==> config.mk <==
export PLATFORM = sky130hd
export DESIGN_NAME = word_sum_sched_flat
export DESIGN_NICKNAME = d
export VERILOG_FILES = /design/src/rtl/word_sum_pkg.sv /design/src/rtl/word_sum_sched_if.sv /design/src/rtl/rr_arbiter.sv /design/src/rtl/word_sum.sv /design/src/rtl/word_sum_sched.sv /design/src/flat_wrapper.sv
export SDC_FILE = /design/constraint.sdc
export NUM_CORES = 1
export LEC_CHECK = 0
export ABC_CLOCK_PERIOD_IN_PS = 7700
export CAP_MARGIN = 20
export CELL_PAD_IN_SITES_DETAIL_PLACEMENT = 0
export CELL_PAD_IN_SITES_GLOBAL_PLACEMENT = 1
export CORE_MARGIN = 2
export CORE_UTILIZATION = 38
export CTS_CLUSTER_DIAMETER = 50
export DETAILED_ROUTE_END_ITERATION = 6
export GPL_TIMING_DRIVEN = 0
export MAX_ROUTING_LAYER = met4
export PLACE_DENSITY_LB_ADDON = 0.1
export SYNTH_ARGS = -nofsm -noshare
export SYNTH_HDL_FRONTEND = slang
export SYNTH_HIERARCHICAL = 1
export SYNTH_SLANG_ARGS = --single-unit
==> constraint.sdc <==
create_clock -name clk -period 7.7 [get_ports clk]
set_input_delay 1.155 -clock clk [delete_from_list [all_inputs] [get_ports clk]]
set_output_delay 1.155 -clock clk [all_outputs]
set_load 0.1 [all_outputs]
==> src/rtl/word_sum_pkg.sv <==
// Shared types and helpers for the word_sum scheduler: digit/sum widths, result state, ID width.
package word_sum_pkg;

   localparam int unsigned DIGIT_W = 2;
   localparam int unsigned SUM_W   = 10;
   localparam int unsigned MAX_N   = 99;

   typedef logic [SUM_W-1:0] sum_t;

   typedef enum logic {
      EMPTY = 1'b0,
      FULL  = 1'b1
   } res_state_t;

   // Requester index width; a single requester still gets a 1-bit ID.
   function automatic int unsigned id_w(int unsigned n);
      return (n <= 1) ? 1 : 32'($clog2(n));
   endfunction

endpackage

==> src/rtl/word_sum_sched_if.sv <==
// Requester and result handshake bundle between the requesters/consumer and the scheduler.
interface word_sum_sched_if
   import word_sum_pkg::*;
#(
   parameter int unsigned N       = 4,
   parameter int unsigned NUM_REQ = 4
);
   localparam int unsigned ID_W   = id_w(NUM_REQ);
   localparam int unsigned WORD_W = DIGIT_W * N;

   logic [NUM_REQ-1:0]        req_valid;
   logic [NUM_REQ*WORD_W-1:0] req_word;
   logic [NUM_REQ-1:0]        req_ready;
   logic                      res_valid;
   logic                      res_ready;
   sum_t                      res_sum;
   logic [ID_W-1:0]           res_id;

   modport master (
      output req_valid, req_word, res_ready,
      input  req_ready, res_valid, res_sum, res_id
   );

   modport slave (
      input  req_valid, req_word, res_ready,
      output req_ready, res_valid, res_sum, res_id
   );
endinterface

==> src/rtl/rr_arbiter.sv <==
// Round-robin arbiter: grants the first requester at or after ptr, wrapping at NUM_REQ-1.
module rr_arbiter
   import word_sum_pkg::*;
#(
   parameter  int unsigned NUM_REQ = 4,
   localparam int unsigned ID_W    = id_w(NUM_REQ)
) (
   input  logic [NUM_REQ-1:0] req,
   input  logic [ID_W-1:0]    ptr,
   output logic [NUM_REQ-1:0] gnt,
   output logic [ID_W-1:0]    gnt_idx
);

   logic [ID_W-1:0] idx;
   logic            found;

   always_comb begin
      gnt     = '0;
      gnt_idx = '0;
      found   = 1'b0;
      idx     = '0;
      for (int unsigned i = 0; i < NUM_REQ; i++) begin
         idx = ID_W'((32'(ptr) + i) % NUM_REQ);
         if (!found && req[idx]) begin
            found    = 1'b1;
            gnt[idx] = 1'b1;
            gnt_idx  = idx;
         end
      end
   end

endmodule

==> src/rtl/word_sum.sv <==
// Combinational digit sum of an N-digit word of 2-bit digits.
module word_sum
   import word_sum_pkg::*;
#(
   parameter int unsigned N = 4
) (
   input  logic [DIGIT_W*N-1:0] word,
   output sum_t                 sum
);

   always_comb begin
      sum = '0;
      for (int unsigned i = 0; i < N; i++) begin
         sum = sum + SUM_W'(word[i*DIGIT_W +: DIGIT_W]);
      end
   end

endmodule

==> src/rtl/word_sum_sched.sv <==
// Shares one word_sum datapath among NUM_REQ requesters via round-robin grant;
// results are registered with the requester ID behind a valid/ready port.
module word_sum_sched
   import word_sum_pkg::*;
#(
   parameter int unsigned N       = 4,
   parameter int unsigned NUM_REQ = 4,
   parameter int unsigned CNT_W   = 16
) (
   input  logic             clk,
   input  logic             rst_n,
   word_sum_sched_if.slave  bus,
   output logic [CNT_W-1:0] word_cnt
);

   localparam int unsigned ID_W   = id_w(NUM_REQ);
   localparam int unsigned WORD_W = DIGIT_W * N;

   res_state_t           state;
   sum_t                 sum_q;
   logic [ID_W-1:0]      id_q;
   logic [ID_W-1:0]      ptr;
   logic [CNT_W-1:0]     cnt_q;

   logic [NUM_REQ-1:0]   gnt;
   logic [ID_W-1:0]      gnt_idx;
   logic [WORD_W-1:0]    sel_word;
   sum_t                 sel_sum;
   logic                 can_accept;
   logic                 accept;

   rr_arbiter #(.NUM_REQ(NUM_REQ)) u_arb (
      .req     (bus.req_valid),
      .ptr     (ptr),
      .gnt     (gnt),
      .gnt_idx (gnt_idx)
   );

   assign sel_word = bus.req_word[32'(gnt_idx)*WORD_W +: WORD_W];

   word_sum #(.N(N)) u_sum (
      .word (sel_word),
      .sum  (sel_sum)
   );

   // Output register empty or draining this cycle frees the datapath.
   assign can_accept    = (state == EMPTY) || bus.res_ready;
   assign bus.req_ready = (rst_n && can_accept) ? gnt : '0;
   assign accept        = |bus.req_ready;

   always_ff @(posedge clk) begin
      if (!rst_n) begin
         state <= EMPTY;
         sum_q <= '0;
         id_q  <= '0;
         ptr   <= '0;
         cnt_q <= '0;
      end else begin
         case (state)
            EMPTY: if (accept) state <= FULL;
            FULL:  if (bus.res_ready && !accept) state <= EMPTY;
            default: state <= EMPTY;
         endcase
         if (accept) begin
            sum_q <= sel_sum;
            id_q  <= gnt_idx;
            ptr   <= (32'(gnt_idx) == NUM_REQ - 1) ? '0 : gnt_idx + ID_W'(1);
            if (cnt_q != '1) cnt_q <= cnt_q + CNT_W'(1);
         end
      end
   end

   assign bus.res_valid = (state == FULL);
   assign bus.res_sum   = sum_q;
   assign bus.res_id    = id_q;
   assign word_cnt      = cnt_q;

endmodule
==> src/flat_wrapper.sv <==
// flat-port wrapper written by rule: the top's interface ports become plain ports
module word_sum_sched_flat import word_sum_pkg::*;
#(
   parameter int unsigned N       = 4,
   parameter int unsigned NUM_REQ = 4,
   parameter int unsigned CNT_W   = 16
)
  (clk, rst_n, word_cnt, bus_req_valid, bus_req_word, bus_res_ready, bus_req_ready, bus_res_valid, bus_res_sum, bus_res_id);
  word_sum_sched_if #(.N(N), .NUM_REQ(NUM_REQ)) bus_i ();
  input  logic clk;
  input  logic rst_n;
  output logic [CNT_W-1:0] word_cnt;
  input wire logic [$bits(bus_i.req_valid)-1:0] bus_req_valid;
  input wire logic [$bits(bus_i.req_word)-1:0] bus_req_word;
  input wire logic [$bits(bus_i.res_ready)-1:0] bus_res_ready;
  output wire logic [$bits(bus_i.req_ready)-1:0] bus_req_ready;
  output wire logic [$bits(bus_i.res_valid)-1:0] bus_res_valid;
  output wire logic [$bits(bus_i.res_sum)-1:0] bus_res_sum;
  output wire logic [$bits(bus_i.res_id)-1:0] bus_res_id;
  assign bus_i.req_valid = bus_req_valid;
  assign bus_i.req_word = bus_req_word;
  assign bus_i.res_ready = bus_res_ready;
  assign bus_req_ready = bus_i.req_ready;
  assign bus_res_valid = bus_i.res_valid;
  assign bus_res_sum = bus_i.res_sum;
  assign bus_res_id = bus_i.res_id;
  word_sum_sched #(.N(N), .NUM_REQ(NUM_REQ), .CNT_W(CNT_W)) u_core (.clk(clk), .rst_n(rst_n), .bus(bus_i), .word_cnt(word_cnt));
endmodule
==> results of run 1 <==
[cell type report]
type | instances | area (um^2)
inverters | 4 | 15.0
fillers | 564 | 2690
clock inverters | 1 | 5.00
repair buffers | 71 | 711
well taps | 75 | 93.8
flip-flops and latches | 31 | 621
clock buffers | 6 | 82.6
multi-input cells | 185 | 1530
plain buffers | 19 | 141
[state kept, by name, indices dropped and copies added (netlist names)]
| name | count |
|---|---|
| u_core/bus.res_id | 2 |
| u_core/bus.res_sum | 10 |
| u_core/bus.res_valid | 1 |
| u_core/ptr | 2 |
| u_core/word_cnt | 16 |
[Yosys cell counts, drive strengths merged]
cell	n	area share (%)
o21ai	4	0.87
a21oi	1	0.22
or4	2	0.82
xnor2	1	0.38
a21boi	17	5.6
conb	1	0.16
nand3b	1	0.33
nor2b	6	2.0
fa	4	3.5
ha	9	4.9
o2bb2ai	5	1.9
nor2	5	0.93
a211oi	1	0.33
mux2i	5	2.2
mux2	1	0.49
mux4	12	12
xor2	6	2.3
and2	7	1.9
nand2	42	6.9
nor3	5	2.0
and3	7	2.4
clkbuf	4	0.66
or3	1	0.27
o211ai	2	0.66
o31ai	3	0.98
nand2b	5	1.8
buf	15	5.5
o21bai	1	0.33
and4	4	1.6
nand4	2	0.55
nor4	4	1.8
nand3	10	3.3
a221oi	5	2.2
inv	4	0.66
dfxtp	31	27
nor4b	1	0.66
[kinds of logic after synthesis]
| logic type | share of synthesized area (%) |
|---|---|
| compound gates | 13.1 |
| xor+xnor | 2.68 |
| fa+ha+maj | 8.42 |
| buf+inv | 6.84 |
| flops | 27.1 |
| mux | 14.5 |
| other cells | 0.164 |
| simple gates | 27.2 |
[power groups by stage]
stage	clock network, mW	logic, mW	registers (mW)
after floorplan	0	0.569	0.359
after global placement	0	0.904	0.213
after detailed placement	0	0.901	0.213
after CTS	0.133	0.903	0.211
after global routing	0.140	0.989	0.214
final	0.129	0.887	0.210
[how the worst max path moves through the flow]
stage / start / cells past startpoint / end / slack (ns)
floorplan: bus_req_valid[3] / 11 / u_core/bus.res_sum[2] / 2.85
global route: bus_req_valid[3] / 12 / u_core/bus.res_sum[2] / 2.02
global placement: bus_req_valid[3] / 12 / u_core/bus.res_sum[2] / 2.03
detailed placement: bus_req_valid[3] / 12 / u_core/bus.res_sum[2] / 2.02
CTS: bus_req_valid[3] / 7 / bus_req_ready[3] / 2.30
finish: bus_req_valid[3] / 7 / bus_req_ready[3] / 2.28
[stage by stage]
| step | hold slack (ns) | instances | total power, mW |
|---|---|---|---|
| after floorplan | 0.552 | 239 | 0.928 |
| after global placement | 0.442 | 385 | 1.12 |
| after detailed placement | 0.447 | 385 | 1.11 |
| after CTS | 0.456 | 392 | 1.25 |
| after global routing | 0.470 | 392 | 1.34 |
| final | 0.452 | 392 | 1.23 |
[worst max-delay path, stage by stage]
cell and delay [ns]:
clkdlybuf4s50_1 0.53, mux4_2 0.64, nor2b_4 0.23, a221oi_1 0.10
o2bb2ai_1 0.27, and3_1 0.21, clkdlybuf4s50_1 1.13
[layer usage]
layer / track usage, % / share of wire (%) / up-vias
met5: - / 0 / -
met1: 23.6 / 49 / 940
li1: - / - / 1003
met3: 2.97 / 2.9 / 2
met2: 28.8 / 48 / 38
met4: 3.00 / 0.32 / 0
==> results.json, run 1 <==
{
  "die_x_um": 81.6,
  "maxCapViolCount": 0,
  "worst_clock_skew_ns": 0.00679,
  "synthCells": 234,
  "start_kind": "input pin",
  "synth_seq_cells": 31,
  "cp-end-kind": "output port",
  "dr.first_iter.drc_count": 48,
  "routed_wl_um": 5260,
  "power_frac_seq_pct": 17.1,
  "grt_max_degree": 11,
  "worst_pin_slew_ns": 0.985,
  "reg2reg_from": "u_core/ptr[1]",
  "numPortBuffers": 71,
  "cts_tree": "done",
  "ctsHtreeMaxLevel": 2,
  "fin_util_pct": 54.3,
  "clock_sink_count": 31,
  "critPathArrivalTime_ns": 4.27,
  "post-route-period-util_pct": 70.4,
  "slew_headroom_pct": 34.2,
  "worstReg2RegEnd": "u_core/bus.res_sum[2]",
  "period_minus_slack_ns": 5.42,
  "cts-hold-fix-buffers": 0,
  "vias": 1983,
  "die_h_um": 81.6,
  "ir_drop_v": 0.000321,
  "p_switching_mw": 0.611,
  "path_class": "in2out",
  "power_frac_comb_pct": 72.3,
  "path_clk_slew_ns": 0.07,
  "maxSlewViolCount": 0,
  "area_growth_pct": 39.8,
  "dp_hpwl_um": 4120,
  "drt-vias-per-instance": 5.06,
  "critical_path_required_ns": 6.55,
  "min_to": "u_core/bus.res_sum[6]",
  "cts_made_buffers": 5,
  "grt_pass1_wl_um": 8960,
  "layout-drive-gt1-share_pct": 15.5,
  "place_congestion": 0.818,
  "final_area_um2": 3200,
  "rsz0062_at_grt": "no",
  "coreArea_um2": 5890,
  "setup_violations": 0,
  "firstDrtPassIters": 4,
  "tns_ns": 0,
  "drc_errors": 0,
  "regToRegSetupSlack_ns": 2.74,
  "fmax_mhz": 184,
  "p_int_mw": 0.616,
  "clkPwrFrac_pct": 10.5,
  "hold_violations": 0,
  "status": "complete, no violations",
  "n_antenna_cell": 0,
  "die_area_um2": 6660,
  "pre_cts_slack_ns": 2.02,
  "antenna_found_initial": 0,
  "yosysUniqueCellTypes": 54,
  "yosys_warnings": 6,
  "nets": 369,
  "r2r_cells": 14,
  "grt_overflow": 0,
  "power_density_nw_per_um2": 383,
  "clock_latency_ns": 0.28,
  "start_util_pct": 38.9,
  "min-delay-start": "u_core/bus.res_sum[6]",
  "rows": 28,
  "yosysSeqAreaShare_pct": 27.1,
  "synth_area_per_cell_um2": 9.77,
  "post_cts_buffers": 0,
  "layout_common_cells": "clkdlybuf4s50_1 (71), nand2_1 (42), dfxtp_1 (31)",
  "ctsRootBufferMaster": "clkbuf_8",
  "cts-resized-gates": 0,
  "avgRoutedWirePerCell_um": 13.4,
  "holdPathStages": 2,
  "worst_slack_ns": 2.28,
  "placed_cell_area_um2": 3110,
  "crit_fanout": 8,
  "p_leak_nw": 1.21,
  "syn-cell-area_um2": 2290,
  "antenna_left": 0,
  "grt.total_usage_pct": 17.7,
  "hp-class": "reg2reg",
  "ios": 72,
  "cts.path.max_buffers": 2,
  "final_common_cell": "clkdlybuf4s50_1",
  "swShare_pct": 49.8,
  "grt_pass1_vias": 1919
}
(Power assumes the default switching activity.)
==> inputs of run 2 (changes only) <==
Settings changed: ABC_CLOCK_PERIOD_IN_PS 7700 to 5070, CORE_UTILIZATION 38 to 35.
Clock period 7.7 ns to 5.07 ns, I/O delays scaled along.
==> results.json, run 2 (synthesis results as in run 1) <==
{
  "status": "complete, no violations",
  "fmax_mhz": 208,
  "rows": 29,
  "worst_clock_skew_ns": 0.00324,
  "rsz0062_at_grt": "no",
  "worst_slack_ns": 0.271,
  "critical_path_required_ns": 5.29,
  "worst_pin_slew_ns": 0.988,
  "hold_violations": 0,
  "grt_pass1_vias": 1915,
  "antenna_found_initial": 0,
  "grt_overflow": 0,
  "hp-class": "reg2reg",
  "ctsRootBufferMaster": "clkbuf_8",
  "maxSlewViolCount": 0,
  "slew_headroom_pct": 33.9,
  "critPathArrivalTime_ns": 5.02,
  "layout-drive-gt1-share_pct": 16.7,
  "drc_errors": 0,
  "numPortBuffers": 71,
  "routed_wl_um": 5310,
  "vias": 1985,
  "firstDrtPassIters": 4,
  "ios": 72,
  "post-route-period-util_pct": 94.7,
  "ir_drop_v": 0.000703,
  "cts.path.max_buffers": 2,
  "cts-hold-fix-buffers": 0,
  "crit_fanout": 10,
  "start_util_pct": 36.0,
  "start_kind": "input pin",
  "power_density_nw_per_um2": 598,
  "cts_made_buffers": 5,
  "nets": 369,
  "final_cells": 395,
  "layout_common_cells": "clkdlybuf4s50_1 (71), nand2_1 (42), dfxtp_1 (30)",
  "largest_reg_flops": 16,
  "grt_pass1_wl_um": 9150,
  "place_congestion": 0.803,
  "die_x_um": 84.8,
  "pre_cts_slack_ns": -0.239,
  "n_antenna_cell": 0,
  "clock_latency_ns": 0.28,
  "die_h_um": 84.8,
  "cp-end-kind": "register",
  "drt-vias-per-instance": 5.03,
  "grt_max_degree": 11,
  "path_cells": "clkdlybuf4s50_1 -> mux4_2 -> nor2b_4 -> o21ai_1 -> o31ai_2 -> buf_4 -> mux4_2 -> fa_1 -> fa_1 -> ha_1 -> fa_1 -> nand2_1 -> a21boi_1",
  "slowest_stage": "mux4_2",
  "final_area_um2": 3240,
  "maxCapViolCount": 0,
  "place_inst": 387,
  "tns_ns": 0,
  "cts_tree": "done",
  "period_minus_slack_ns": 4.80,
  "path_class": "in2reg",
  "dr.first_iter.drc_count": 77,
  "final_common_cell": "clkdlybuf4s50_1",
  "p_leak_nw": 1.23,
  "setup_violations": 0,
  "grt.total_usage_pct": 16.1,
  "clock_sink_count": 31,
  "avgRoutedWirePerCell_um": 13.5,
  "die_area_um2": 7200,
  "dp_hpwl_um": 4130,
  "ctsHtreeMaxLevel": 2,
  "cp_slowest_stage_delay_ns": 0.64,
  "cp_common_cell": "fa_1",
  "placed_cell_area_um2": 3110,
  "coreArea_um2": 6350,
  "hold_slack_ns": 0.454,
  "area_growth_pct": 41.7,
  "antenna_left": 0,
  "path_clk_slew_ns": 0.07
}
## run 2: what timing repair did
item                                    4_1_cts  5_1_grt
gates resized for setup                       0        5
endpoints found under the setup margin        0        2
buffers inserted                              0        0
## run 2: final cells by class
class / count / area [um^2]
well taps: 77 / 96.3
clock buffers: 6 / 82.6
fillers: 598 / 3110
inverters: 4 / 15.0
clock inverters: 2 / 35.0
repair buffers: 71 / 711
flip-flops and latches: 31 / 622
plain buffers: 19 / 145
multi-input cells: 185 / 1530
## run 2: stage by stage
step / power (mW) / util, %
CTS: 1.96 / 50.9
global placement: 1.70 / 49.0
detailed placement: 1.70 / 49.0
global route: 2.13 / 51.0
floorplan: 1.41 / -
finish: 1.94 / 51.0
## run 2: report_power, final
group	internal [mW]	switching, mW
clock network	0.159	0.0971
registers	0.285	0.0342
logic	0.556	0.807
total	1.00	0.938
## run 2: routing by layer
metal  global-route usage, %  share of wire (%)  vias to the layer above
met5                       -                  0                        -
met4                    4.91               0.98                        0
met3                    3.21                2.8                        7
met2                    24.3                 47                       31
met1                    22.0                 49                      942
li1                        -                  -                     1005
## run 2: worst max-delay path: cells and delay by family
kind                       cells  cell delay [ns]
AOI/OAI and AO/OA              3             0.28
buffers and inverters          2             0.79
adders and majority gates      4             1.72
and+or+nand+nor                2             0.29
muxes                          2             1.18
## run 2: worst paths after layout
path	from	end	slack, ns	cells after the start
setup reg to reg	u_core/ptr[0]	u_core/bus.res_sum[2]	0.31	15
hold reg to reg	u_core/bus.res_sum[6]	u_core/bus.res_sum[6]	0.45	2
setup / recovery	bus_req_valid[3]	u_core/bus.res_sum[2]	0.27	13
hold / removal	u_core/bus.res_sum[6]	u_core/bus.res_sum[6]	0.45	2
==> inputs of run 3 (changes only) <==
Settings changed: PLACE_DENSITY from default to 0.78, PLACE_DENSITY_LB_ADDON 0.1 to default.
==> results.json, run 3 (synthesis results as in run 1) <==
{
  "avgRoutedWirePerCell_um": 13.5,
  "largest_reg_flops": 16,
  "slew_headroom_pct": 34.0,
  "clock_latency_ns": 0.28,
  "worst_clock_skew_ns": 0.00302,
  "layout-drive-gt1-share_pct": 16.4,
  "period_minus_slack_ns": 4.86,
  "place_congestion": 0.819,
  "layout_common_cells": "clkdlybuf4s50_1 (71), nand2_1 (42), dfxtp_1 (30)",
  "cp_common_cell": "fa_1",
  "cts_tree": "done",
  "ios": 72,
  "grt_pass1_wl_um": 9050,
  "routed_wl_um": 5340,
  "power_density_nw_per_um2": 597,
  "ctsHtreeMaxLevel": 2,
  "r2r_cells": 15,
  "drt-vias-per-instance": 5.06,
  "cts_made_buffers": 5,
  "post-route-period-util_pct": 95.8,
  "nets": 369,
  "start_util_pct": 36.0,
  "path_buf_inv": 3,
  "rsz0062_at_grt": "no",
  "fmax_mhz": 206,
  "ir_drop_v": 0.000493,
  "regArea_um2": 622,
  "p_leak_nw": 1.23,
  "placed_cell_area_um2": 3110,
  "die_h_um": 84.8,
  "setup_violations": 0,
  "drc_errors": 0,
  "worst_pin_slew_ns": 0.986,
  "n_antenna_cell": 0,
  "numPortBuffers": 71,
  "die_area_um2": 7200,
  "rows": 29,
  "finalPower_mw": 1.93,
  "grt_pass1_vias": 1909,
  "path_class": "in2reg",
  "start_kind": "input pin",
  "cp_slowest_stage_delay_ns": 0.58,
  "ctsRootBufferMaster": "clkbuf_8",
  "slowest_stage": "fa_1",
  "cts-hold-fix-buffers": 0,
  "multiInputGateArea_um2": 1530,
  "dr.first_iter.drc_count": 95,
  "coreArea_um2": 6350,
  "antenna_left": 0,
  "grt_overflow": 0,
  "cp-end-kind": "register",
  "reg2reg_from": "u_core/ptr[0]",
  "path_cells": "clkdlybuf4s50_1 -> mux4_2 -> buf_2 -> o31ai_1 -> buf_4 -> mux4_2 -> fa_1 -> fa_1 -> ha_1 -> fa_1 -> nand2_1 -> a21boi_1",
  "critical_path_required_ns": 5.29,
  "fillers": 586,
  "dp_hpwl_um": 4190,
  "hp-class": "reg2reg",
  "path_clk_slew_ns": 0.07,
  "clock_sink_count": 31,
  "cp.depth": 12,
  "hold_violations": 0,
  "maxSlewViolCount": 0,
  "crit_fanout": 10,
  "vias": 1997,
  "firstDrtPassIters": 4,
  "maxCapViolCount": 0,
  "area_growth_pct": 41.5,
  "endpoint": "u_core/bus.res_sum[2]",
  "antenna_found_initial": 0,
  "cpLargestDelayFamily": "adder cells",
  "cts.path.max_buffers": 2,
  "status": "complete, no violations",
  "worstReg2RegEnd": "u_core/bus.res_sum[2]",
  "die_x_um": 84.8,
  "final_common_cell": "clkdlybuf4s50_1",
  "critPathArrivalTime_ns": 5.07,
  "crit_start": "bus_req_valid[3]",
  "grt_max_degree": 11,
  "grt.total_usage_pct": 15.9,
  "final_area_um2": 3240,
  "regToRegSetupSlack_ns": 0.30
}
[run 3: power by group]
| group | leakage [nW] | switching (mW) | total, mW | internal [mW] |
|---|---|---|---|---|
| Combinational | 0.917 | 0.809 | 1.36 | 0.551 |
| Sequential | 0.253 | 0.0336 | 0.318 | 0.285 |
| Clock | 0.0612 | 0.0932 | 0.252 | 0.159 |
| Total | 1.23 | 0.936 | 1.93 | 0.995 |
[run 3: per-stage QoR]
| stage | util [%] | worst slack, ns | instances | TNS (ns) | hold WS [ns] |
|---|---|---|---|---|---|
| floorplan | - | 0.582 | 239 | 0 | 0.552 |
| global placement | 49.0 | -0.190 | 387 | -0.281 | 0.444 |
| detailed placement | 49.0 | -0.212 | 387 | -0.320 | 0.447 |
| CTS | 50.9 | 0.0690 | 395 | 0 | 0.457 |
| global route | 51.0 | 0.0120 | 395 | 0 | 0.476 |
| finish | 51.0 | 0.211 | 395 | 0 | 0.453 |
[run 3: per-layer routing]
layer / GRT usage, % / wire [um] / up-vias
li1: - / - / 1005
met2: 25.1 / 2540 / 44
met3: 3.31 / 213 / 4
met5: - / 0 / -
met1: 20.9 / 2520 / 944
met4: 4.18 / 59 / 0
[run 3: worst min path at each step]
stage                                  to  slack [ns]  cells after the start             startpoint
floorplan                   u_core/ptr[0]        0.55                      2          u_core/ptr[0]
global placement    u_core/bus.res_sum[2]        0.44                      2  u_core/bus.res_sum[2]
detailed placement  u_core/bus.res_sum[1]        0.45                      2  u_core/bus.res_sum[1]
CTS                 u_core/bus.res_sum[1]        0.46                      2  u_core/bus.res_sum[1]
global route        u_core/bus.res_sum[2]        0.48                      2  u_core/bus.res_sum[2]
finish              u_core/bus.res_sum[3]        0.45                      2  u_core/bus.res_sum[3]
[run 3: cell type report]
| cell class | instances | share of cell area [%] |
|---|---|---|
| Multi-Input combinational cell | 185 | 47.3 |
| Timing Repair Buffer | 71 | 22.0 |
| Sequential cell | 31 | 19.2 |
| Buffer | 19 | 4.49 |
| Tap cell | 77 | 2.98 |
| Clock buffer | 6 | 2.55 |
| Clock inverter | 2 | 1.08 |
| Inverter | 4 | 0.464 |
[run 3: timing repair]
item | in CTS | in global routing
endpoints found under the setup margin | 0 | 2
resized for setup | 0 | 4
hold endpoints to repair | 0 | 0
setup buffers | 0 | 0
[run 3: worst min-delay path: cells and delay by family, from the launching register on]
| family | cells | cell delay [ns] |
|---|---|---|
| DFF | 1 | 0.31 |
| AOI/OAI and AO/OA | 1 | 0.05 |
| and+or+nand+nor | 1 | 0.05 |
==> RTL change (settings of run 2) <==
Set the package constant `SUM_W` to 20 (it was 10).
--- a/src/rtl/word_sum_pkg.sv
+++ b/src/rtl/word_sum_pkg.sv
@@ -4,3 +4,3 @@
    localparam int unsigned DIGIT_W = 2;
-   localparam int unsigned SUM_W   = 10;
+   localparam int unsigned SUM_W   = 20;
    localparam int unsigned MAX_N   = 99;
Interface: changed (resized bus_res_sum); port bits go from 72 to 82. No check against the original RTL was run, so the function may have changed too.
==> RTL change against run 2 <==
Sequential cell count grew 10; via count rose by 18%; global-route usage grew 0.22 points; final cell count up 23%; largest power group unchanged; synthesized area rose by 10%; critical endpoint unchanged; fmax shrank 2.0%; synthesized cell count grew 20%; critical path type unchanged; cell area is 13% higher; setup slack lost 100 ps; routed wire length grew 17%; power is 18% higher; first-iteration DRC count down 13%.
==> RTL change: results (changes against run 2) <==
largest_reg_flops: 20  # +4
cpPeakStageDelay_ps: 600  # -40 ps
cts_buffer_depth: 2  # unchanged
yosysSeqAreaShare_pct: 32.5  # +5.4 points
port_buffers: 81  # +14%
p_leak_nw: 1.40  # +13%
grt_usage_pct: 16.3  # +0.22 points
status: "finished, final reports clean"
synthArstFlopShare_pct: 0  # unchanged
grt_pass1_wl_um: 10000  # +9.4%
cp_slowest_cell: "fa_1"
clk_latency_ps: 290
drt-vias-per-instance: 4.84  # -3.7%
cts_root_buf: "clkbuf_8"
avgSynthCellArea_um2: 8.98  # -8.2%
skew_ps: 12.1  # +8.85 ps
hpwlAfterDp_um: 4730  # +15%
max_slew_margin_pct: 32.3  # -1.7 points
arrival_ps: 5120  # +100 ps
drive_gt1_share_pct: 15.4  # -1.3 points
first_global_vias: 2159  # +13%
max_cap_viol_count: 0  # unchanged
drtIter0Drc: 67  # -13%
final_cells: 486  # +23%
post-place-cells: 473  # +22%
yosys-top-cells-count: "nand2_1, dfxtp_1, a21oi_1, buf_4, mux4_2"
antenna_cells: 0  # unchanged
drt-total-wl_um: 6240  # +17%
grt_max_degree: 14  # +3
gp_congestion: 0.827  # +3.0%
finalNetCount: 441  # +20%
yosys-top-cells-area: "dfxtp_1, mux4_2, nand2_1, a21oi_1, buf_4"
peakVddDrop_mv: 0.231  # -67%
netlist-cell-type-count: 48  # -11%
htreeDepth: 2  # unchanged
## RTL change: worst paths after layout
check             cells after the start             startpoint                     to  slack, ps
hold reg to reg                       2  u_core/bus.res_sum[0]  u_core/bus.res_sum[0]        460
setup reg to reg                     15          u_core/ptr[0]  u_core/bus.res_sum[2]        320
hold / removal                        2  u_core/bus.res_sum[0]  u_core/bus.res_sum[0]        460
setup / recovery                     12       bus_req_valid[3]  u_core/bus.res_sum[2]        170
## RTL change: power by group
| part | internal (mW) | leakage [nW] | switching [mW] | total, mW |
|---|---|---|---|---|
| logic | 0.622 | 1.01 | 0.989 | 1.61 |
| clock network | 0.148 | 0.0554 | 0.113 | 0.261 |
| registers | 0.379 | 0.335 | 0.0425 | 0.422 |
## RTL change: per-layer routing
metal  vias up  wire (um)  track usage (%)
met2        73       2790             26.3
met4         0         35             2.89
li1       1183          -                -
met1      1090       2880             20.9
met5         -          0                -
met3         5        525             4.52
## RTL change: stage by stage
stage / power, mW / hold WS [ps] / TNS [ps] / worst slack [ps] / area [um^2]
floorplan: 1.63 / 545 / 0 / 337 / 2580
finish: 2.29 / 457 / 0 / 171 / 3660
detailed placement: 2.01 / 447 / -1200 / -570 / 3510
global placement: 2.01 / 441 / -1260 / -587 / 3510
CTS: 2.29 / 459 / 0 / 47.8 / 3620
global route: 2.48 / 481 / 0 / 53.2 / 3660
## RTL change: cells by family (layout without fill, tap and decap cells)
kind of cell               Yosys count  in the layout  share of synthesized area, %
buffers and inverters               35            129                          8.09
other                                1             16                         0.149
AOI/OAI and AO/OA                   52             52                          13.2
muxes                               18             18                          13.1
DFF                                 41             41                          32.5
xor gates and xnor gates             6              6                          2.08
and+or+nand+nor                    115            115                          23.2
adders and majority gates           13             13                          7.64
## RTL change: timing repair
action                                  in CTS  in global routing
endpoints found under the setup margin       2                  2
hold endpoints to repair                     0                  0
gates resized for setup                      2                  3
setup buffers                                0                  5
gates cloned                                 0                  0
## RTL change: final cells by class
class                   instances  area (um^2)
plain buffers                  30          190
clock buffers                   6         72.6
clock inverters                 2         38.8
fillers                       697         3200
inverters                       5         18.8
multi-input cells             220         1550
flip-flops and latches         41          822
well taps                      96          120
repair buffers                 86          848
## RTL change: worst min-delay path: stages, from the launching register on
cell and delay (ps):
dfxtp_1 310, nand2_1 50, a21oi_1 50
